==> src/rtl/pipe_pkg.sv <==
// Shared state encoding and screen/score constants for the pipe scheduler.
package pipe_pkg;

   typedef enum logic [1:0] {
      ST_IDLE   = 2'd0,
      ST_RUN    = 2'd1,
      ST_FREEZE = 2'd2
   } sched_state_t;

   localparam int SCREEN_W  = 640;
   localparam int SCREEN_H  = 480;
   localparam int SCORE_MAX = 9999;

   // Feedback taps 16,14,13,11 expressed as bit positions 15,13,12,10.
   localparam logic [15:0] LFSR_TAPS = 16'hB400;

endpackage

==> src/rtl/lfsr16.sv <==
// Free-running 16-bit Fibonacci LFSR; reloads the seed on reset.
module lfsr16
   import pipe_pkg::*;
(
   input  logic        clk,
   input  logic        reset,
   input  logic [15:0] seed,
   output logic [15:0] q
);

   always_ff @(posedge clk) begin
      // NOTE: sequential state uses non-blocking assignments so every flop samples pre-edge values.
      if (reset) q <= seed;
      else       q <= {q[14:0], ^(q & LFSR_TAPS)};
   end

endmodule

==> src/rtl/pipe_scheduler.sv <==
// Scrolls NUM_PIPES pipe slots left on a divided tick, respawns them on the right
// with a pseudo-random height, and counts pipes that pass the bird.
module pipe_scheduler
   import pipe_pkg::*;
#(
   parameter int          NUM_PIPES = 3,
   parameter int          START_X   = 210,
   parameter int          SPACING   = 200,
   parameter int          PIPE_W    = 52,
   parameter int          BIRD_X    = 90,
   parameter int          SPEED     = 1,
   parameter int          TICK_DIV  = 833334,
   parameter int          Y_MIN     = 100,
   parameter int          Y_MAX     = 380,
   parameter logic [15:0] LFSR_SEED = 16'hACE1
) (
   input  logic                    clk,
   input  logic                    reset,
   input  logic                    game_en,
   output logic [10*NUM_PIPES-1:0] pipe_x,
   output logic [10*NUM_PIPES-1:0] pipe_y,
   output logic                    scroll_tick,
   output logic                    score_inc,
   output logic [13:0]             score,
   output logic [1:0]              sched_state
);

   localparam int          Y_RANGE = Y_MAX - Y_MIN + 1;
   localparam int          Y_MID   = Y_MIN + (Y_MAX - Y_MIN) / 2;
   localparam int          RING    = NUM_PIPES * SPACING;
   localparam int          DIV_W   = $clog2(TICK_DIV);
   localparam logic [15:0] SEED    = (LFSR_SEED == 16'd0) ? 16'hACE1 : LFSR_SEED;

   if (RING + START_X >= 1024) begin : g_bad_width
      $error("NUM_PIPES*SPACING + START_X must be below 1024");
   end
   if (Y_RANGE < 256 || Y_RANGE > 512) begin : g_bad_yrange
      $error("Y_MAX-Y_MIN+1 must lie in 256..512");
   end
   if (SPEED < 1 || SPEED > 8 || TICK_DIV < 2) begin : g_bad_speed
      $error("SPEED must be 1..8 and TICK_DIV at least 2");
   end
   if (NUM_PIPES < 1 || NUM_PIPES > 8) begin : g_bad_pipes
      $error("NUM_PIPES must be 1..8 so every LFSR window fits in 16 bits");
   end

   sched_state_t         state_q, state_d;
   logic [DIV_W-1:0]     div_q;
   logic [15:0]          lfsr_q;
   logic                 tick;
   logic [9:0]           x_q [NUM_PIPES];
   logic [9:0]           y_q [NUM_PIPES];
   logic [9:0]           x_d [NUM_PIPES];
   logic [9:0]           y_d [NUM_PIPES];
   logic [NUM_PIPES-1:0] passed;
   logic [3:0]           pass_cnt;
   logic [14:0]          score_sum;
   logic                 unused_lfsr;

   lfsr16 u_lfsr (.clk(clk), .reset(reset), .seed(SEED), .q(lfsr_q));

   // Upper LFSR bits feed no window when NUM_PIPES is small.
   assign unused_lfsr = ^lfsr_q;

   always_ff @(posedge clk) begin
      if (reset) state_q <= ST_IDLE;
      else       state_q <= state_d;
   end

   always_comb begin
      // NOTE: default first so every path assigns state_d and no latch is inferred.
      state_d = state_q;
      unique case (state_q)
         ST_IDLE: if (game_en)  state_d = ST_RUN;
         ST_RUN:  if (!game_en) state_d = ST_FREEZE;
         default: state_d = state_q;
      endcase
   end

   // Dropping game_en on the wrap cycle suppresses the tick.
   assign tick = (state_q == ST_RUN) && game_en && (div_q == DIV_W'(TICK_DIV - 1));

   for (genvar i = 0; i < NUM_PIPES; i++) begin : g_pipe
      logic       respawn;
      logic [9:0] r;
      logic [9:0] y_rand;

      assign respawn = x_q[i] < 10'(SPEED);
      assign r       = {1'b0, lfsr_q[8+i:i]};
      assign y_rand  = 10'(Y_MIN) + ((r >= 10'(Y_RANGE)) ? r - 10'(Y_RANGE) : r);
      assign x_d[i]  = respawn ? x_q[i] + 10'(RING - SPEED) : x_q[i] - 10'(SPEED);
      assign y_d[i]  = respawn ? y_rand : y_q[i];
      assign passed[i] = !respawn
                       && ({1'b0, x_q[i]} + 11'(PIPE_W) >= 11'(BIRD_X))
                       && ({1'b0, x_d[i]} + 11'(PIPE_W) <  11'(BIRD_X));

      assign pipe_x[10*i +: 10] = x_q[i];
      assign pipe_y[10*i +: 10] = y_q[i];
   end

   always_comb begin
      pass_cnt = '0;
      for (int i = 0; i < NUM_PIPES; i++) pass_cnt = pass_cnt + 4'(passed[i]);
   end

   assign score_sum = 15'(score) + 15'(pass_cnt);

   always_ff @(posedge clk) begin
      if (reset) begin
         // NOTE: the slot array is a handful of flops, not a RAM, so it is reset element by element.
         for (int i = 0; i < NUM_PIPES; i++) begin
            x_q[i] <= 10'(START_X + i * SPACING);
            y_q[i] <= 10'(Y_MID);
         end
         div_q       <= '0;
         score       <= '0;
         score_inc   <= 1'b0;
         scroll_tick <= 1'b0;
      end else begin
         scroll_tick <= tick;
         score_inc   <= tick && (|passed);
         if (state_q == ST_RUN && game_en) div_q <= tick ? '0 : div_q + DIV_W'(1);
         if (tick) begin
            for (int i = 0; i < NUM_PIPES; i++) begin
               x_q[i] <= x_d[i];
               y_q[i] <= y_d[i];
            end
            score <= (score_sum > 15'(SCORE_MAX)) ? 14'(SCORE_MAX) : score_sum[13:0];
         end
      end
   end

   assign sched_state = state_q;

endmodule

==> config.mk <==
export PLATFORM = sky130hd
export DESIGN_NAME = pipe_scheduler
export DESIGN_NICKNAME = d
export VERILOG_FILES = /design/src/rtl/pipe_pkg.sv /design/src/rtl/lfsr16.sv /design/src/rtl/pipe_scheduler.sv
export SDC_FILE = /design/constraint.sdc
export NUM_CORES = 1
export LEC_CHECK = 0
export CORE_MARGIN = 3
export CORE_UTILIZATION = 57
export CTS_BUF_LIST = sky130_fd_sc_hd__clkbuf_16
export CTS_CLUSTER_DIAMETER = 40
export DETAILED_ROUTE_END_ITERATION = 8
export DONT_BUFFER_PORTS = 1
export GPL_ROUTABILITY_DRIVEN = 1
export MAX_ROUTING_LAYER = met4
export PLACE_DENSITY_LB_ADDON = 0.2
export RECOVER_POWER = 50
export REMOVE_ABC_BUFFERS = 1
export SETUP_SLACK_MARGIN = 0.1
export SLEW_MARGIN = 10
export SYNTH_ARGS = -nofsm -noshare
export SYNTH_HDL_FRONTEND = slang
export SYNTH_SLANG_ARGS = --single-unit
==> constraint.sdc <==
create_clock -name clk -period 7.1 [get_ports clk]
set_input_delay 1.775 -clock clk [delete_from_list [all_inputs] [get_ports clk]]
set_output_delay 1.775 -clock clk [all_outputs]
set_load 0.1 [all_outputs]
Word level (Yosys, flattened, before mapping) --
Memory sizes are Yosys's and may differ from the RTL's. Index checks and enable logic that the tools add are counted.
Word-level totals: memory bits (writable) 60, bits in registers 54, input bits 3, memories kept 2, output and inout bits 78
Memories:
- x_q | words 3, bits a word 10, read ports 3, clocked after Yosys merged registers in 0, wr ports 3, RTL line pipe_scheduler.sv:51 | logic [9:0] x_q [NUM_PIPES];
- y_q | words 3, bits a word 10, read ports 3, clocked after Yosys merged registers in 0, wr ports 3, RTL line pipe_scheduler.sv:52 | logic [9:0] y_q [NUM_PIPES];
Cells by class: reduce and logical (&&, ||, !) cells 17, magnitude comparators 13, mux-type cells 25, equal/unequal tests 4, bitwise operators 6, $add $sub $neg 22
Operators with widths (count):
- $mux W10 | 15
- $add A10 B6 Y11 const B | 6
- $ge A11 B7 Y1 const B | 3
- $lt A11 B7 Y1 const B | 3
- $add A10 B10 Y10 const B | 3
- $add A7 B10 Y10 const A | 3
- $lt A10 B1 Y1 const B | 3
- $sub A10 B1 Y10 const B | 3
- $sub A9 B9 Y10 const B | 3
- $ge A9 B9 Y1 const B | 3
- $add A20 B1 Y20 const B | 1
- $eq A20 B20 Y1 const B | 1
- $mux W20 | 1
- $reduce_xor A16 Y1 | 1
- $add A14 B3 Y15 | 1
- $gt A15 B14 Y1 const B | 1
- $mux W14 | 1
- $logic_and A1 B1 Y1 | 9
- $or A1 B1 Y1 | 6
- $mux W1 | 5
- $mux W2 | 2
- $ne A2 B2 Y1 const B | 2
- $pmux W2 S2 | 1
- $add A2 B1 Y3 | 1
- other kinds (7) | 9

Depth between registers and ports, before layout --
An unclocked memory read counts as a cell.
depth after elaboration 11, depth in mapped cells 25, mapped depth without buffers 24

Modules after synthesis --
From an unflattened synthesis, not the netlist that was laid out.
Unflattened totals: cells, all modules 830, area total of the unflattened synthesis 7463.4 um^2
Modules (own cells, without submodules):
- pipe_scheduler | area each 6877.8 um^2, cells each 792, sequential area each 2562.5 um^2, times used 1
- lfsr16 | area each 585.6 um^2, cells each 38, sequential area each 320.3 um^2, times used 1

Worst setup path after synthesis --
OpenSTA, ideal clock, no wires.
kind flip-flop to flip-flop, start mem x_q[0][2], end reg score[6], path buffers 1, arrival 5.853 ns, stages on the path, launching flop included 25, period minus slack after synthesis 6.028 ns, library setup time 0.175 ns, setup slack 1.072 ns, path through edfxtp_1 > inv_1 > ha_1 > nor2b_1 > nor3_1 > nand2_1 > xor2_1 > ha_1 > a21boi_0 > a2111oi_0 > nor3b_1 > a311oi_1 > fa_1 > ha_1 > inv_1 > fa_1 > nand3b_1 > nor2_2 > xnor2_1 > a31o_1 > a22oi_1 > a31oi_2 > buf_2 > a21oi_1 > a31oi_1
RTL lines:
- start, declared | RTL line pipe_scheduler.sv:51
- end signal, assigned | RTL line pipe_scheduler.sv:128 | score <= (score_sum > 15'(SCORE_MAX)) ? 14'(SCORE_MAX) : score_sum[13:0];
- end, declared | RTL line pipe_scheduler.sv:24 | output logic [13:0] score,

==> flow_metrics.py <==
metrics = {
    "run_status": {
        "status": "complete, but fails checks",
        "violations": "capacitance limit, slew limit",
    },
    "clock_tree": {
        "cts_root_buffer": "clkbuf_16",
        "tritoncts": "built",
        "clock_latency_ps": 410,
        "post-cts-setup-buffers": 0,
        "path_clk_slew_ps": 50,
        "cts_max_path_buffers": 2,
        "hold_buffers": 0,
        "htree_levels": 4,
        "clock-sinks": 114,
        "cts_buffers": 17,
        "cts-resized-gates": 0,
    },
    "synthesis": {
        "yosysTopAreaCell": "edfxtp_1",
        "synth_top_family_by_area": "simple AND/OR/NAND/NOR gates",
        "ys.flop_type": "edfxtp_1",
        "synth-compound-area-share_pct": 14.3,
        "synthTopCellsByCount": "nor2_1, nand2_1, edfxtp_1",
        "synth_top_area_share_pct": 24.2,
        "syn_area_mm2": 0.00744,
        "synth_adder_area_share_pct": 7.09,
        "yosysUniqueCellTypes": 79,
        "synth.area.top_cells": "edfxtp_1, dfxtp_1, ha_1, xnor2_1, nor2_1",
        "synthArstFlopShare_pct": 0,
        "synth_edf_count": 60,
        "synthSimpleGateAreaFrac_pct": 26.1,
        "ys_warn_count": 0,
        "seq_area_frac_synth_pct": 38.7,
        "ys_ff_latch": 114,
        "synthCells": 839,
        "synth.most_common_cell": "nor2_1",
        "synth_mux_area_share_pct": 0.672,
        "synth_xor_area_share_pct": 8.57,
        "syn_area_per_cell_um2": 8.87,
    },
    "global_routing": {
        "overflow": 0,
        "antenna_found_initial": 0,
        "grt_use_total_pct": 24.7,
        "grt_pass1_wl_um": 28500,
        "grt_pass1_vias": 6093,
        "grt_max_degree": 54,
    },
    "sta": {
        "finalSetupViolCount": 0,
        "slew_headroom_pct": -16.6,
        "setup_tns_ps": 0,
        "worst_slew_pin_slew_ps": 1750,
        "skew_ps": 14.1,
        "slew_violations": 81,
        "rsz0062_at_grt": "no",
        "fmax_mhz": 155,
        "worst_slack_ps": 628,
        "final_hold_viol_count": 0,
        "finalCritPeriodShare_pct": 91.2,
        "min_period_ps": 6470,
        "holdWs_ps": 417,
    },
    "critical_path": {
        "cp_max_fo": 15,
        "critical_path_buf_inv_count": 3,
        "cp.arrival_ps": 6750,
        "path_class": "flop to flop",
        "slowest_delay_ps": 1030,
        "critPathTopFamily": "compound AO/OA/AOI/OAI gates",
        "r2r_start": "x_q[0][28]",
        "critPathSlowestCell": "clkbuf_1",
        "cp-end-kind": "flop",
        "startpoint": "x_q[0][28]",
        "crit_path_cell_trace": "clkbuf_1, nor2_1, nand4_4, xor2_1, inv_1, ha_1, xor2_1, a311oi_1, o21ba_1, fa_1, ha_1, inv_1, fa_1, nand3b_1, nor2_2, xnor2_1, a31o_1, a22oi_1, a31oi_2, a21boi_1, a211oi_1",
        "startpoint_type": "flop",
        "required_ps": 7380,
    },
    "routing": {
        "antenna_left": 0,
        "wl_um": 17200,
        "first_iter_violations": 445,
        "drt_pass1_iterations": 5,
        "avgViaCountPerCell": 6.04,
        "num_vias": 6266,
        "drc": 0,
        "wl_per_cell_um": 16.6,
    },
    "final_layout": {
        "fillers": 1058,
        "finalInstanceArea_mm2": 0.00829,
        "layout-drive-gt1-share_pct": 7.97,
        "syn2layout_area_growth_pct": 11.4,
        "n_antenna_cell": 0,
        "fin_nets": 897,
    },
    "run": {
        "cap_violations": 7,
    },
    "floorplanning": {
        "core_mm2": 0.0127,
        "design.die.area_mm2": 0.0145,
        "ios": 81,
        "die_h_um": 120,
        "fp.dieW_um": 120,
        "start_util_pct": 58.7,
        "rows": 41,
    },
    "power_and_ir_drop": {
        "power.density_mw_per_mm2": 232,
        "ir_worst_vdd_v": 0.000166,
        "power.leakage_uw": 0.00306,
    },
    "hold_path": {
        "hold_path.class": "flop to flop",
        "hold_start": "u_lfsr.q[14]",
    },
    "placement": {
        "place_ws_ps": 958,
        "gp_congestion": 0.934,
        "placement.io_buffers": 0,
        "place_area_mm2": 0.00777,
        "dpl.hpwl_um": 11900,
    },
}
-- cell families after synthesis --
logic type,after synthesis
adder cells (fa/ha/maj),41
AO/OA/AOI/OAI,151
XOR/XNOR,72
AND/OR/NAND/NOR,370
buffers and inverters,86
flip-flops,114
multiplexers,5
-- final timing paths --
check | to | slack (ps) | cells past startpoint
setup / recovery | score[8] | 630 | 21
hold / removal | u_lfsr.q[15] | 420 | 1
setup reg to reg | score[8] | 630 | 21
hold reg to reg | u_lfsr.q[15] | 420 | 1
-- where the power goes --
group          total (uW)  internal [uW]  switching (uW)
combinational         264           82.7             182
clock                 834            543             291
sequential            827            719             108
total                1920           1340             580
-- per-stage QoR --
| stage | util [%] | std cells | total power (uW) |
|---|---|---|---|
| after floorplan | - | 797 | 1050 |
| after global placement | 61.3 | 1006 | 1090 |
| after detailed placement | 61.3 | 1006 | 1100 |
| after CTS | 66.0 | 1038 | 1940 |
| after global routing | 65.4 | 1038 | 1990 |
| final | 65.4 | 1038 | 1920 |
-- per-layer routing --
layer / vias up / track usage, % / share of wire, % / wire, um
met4: 0 / 8.22 / 1.8 / 303
met5: - / - / 0 / 0
li1: 3044 / - / - / -
met3: 31 / 6.08 / 4.8 / 824
met1: 3023 / 29.2 / 44 / 7540
met2: 168 / 41.5 / 50 / 8570
-- flip-flops by register name (all words and copies together) (netlist names) --
name	flops
div_q	20
sched_state	2
score	14
score_inc	1
scroll_tick	1
u_lfsr.q	16
x_q	30
y_q	30
-- cells in the final DEF, fill, tap and decap left out, types with 7 or more instances in the layout --
cell and instances:
nor3_1 26, o21ai_0 8, o211ai_1 9, buf_4 19
nor4_1 9, or2_2 7, a31oi_1 10, or3_1 7
edfxtp_1 60, xnor2_1 41, xor2_1 30, nor2b_1 14
a211oi_1 8, dfxtp_1 54, inv_1 43, nand3b_1 7
o21ai_1 14, ha_1 39, nand3_1 39, clkbuf_16 22
a21oi_1 30, nand2b_1 22, and3_1 13, nand2_1 72
nor2_1 95, nand4_1 10, clkbuf_1 18, and2_1 13
-- final cells by class --
cell class                 instances  area [um2]  area share [%]
multi-input combinational        639        4220            50.9
sequential                       114        2880            34.8
clock buffer                      22         551            6.64
tap                              172         215            2.60
timing repair buffer              37         210            2.54
inverter                          44         165            1.99
clock inverter                    10        48.8           0.589
Note: power is estimated with default switching activity, not from simulation.
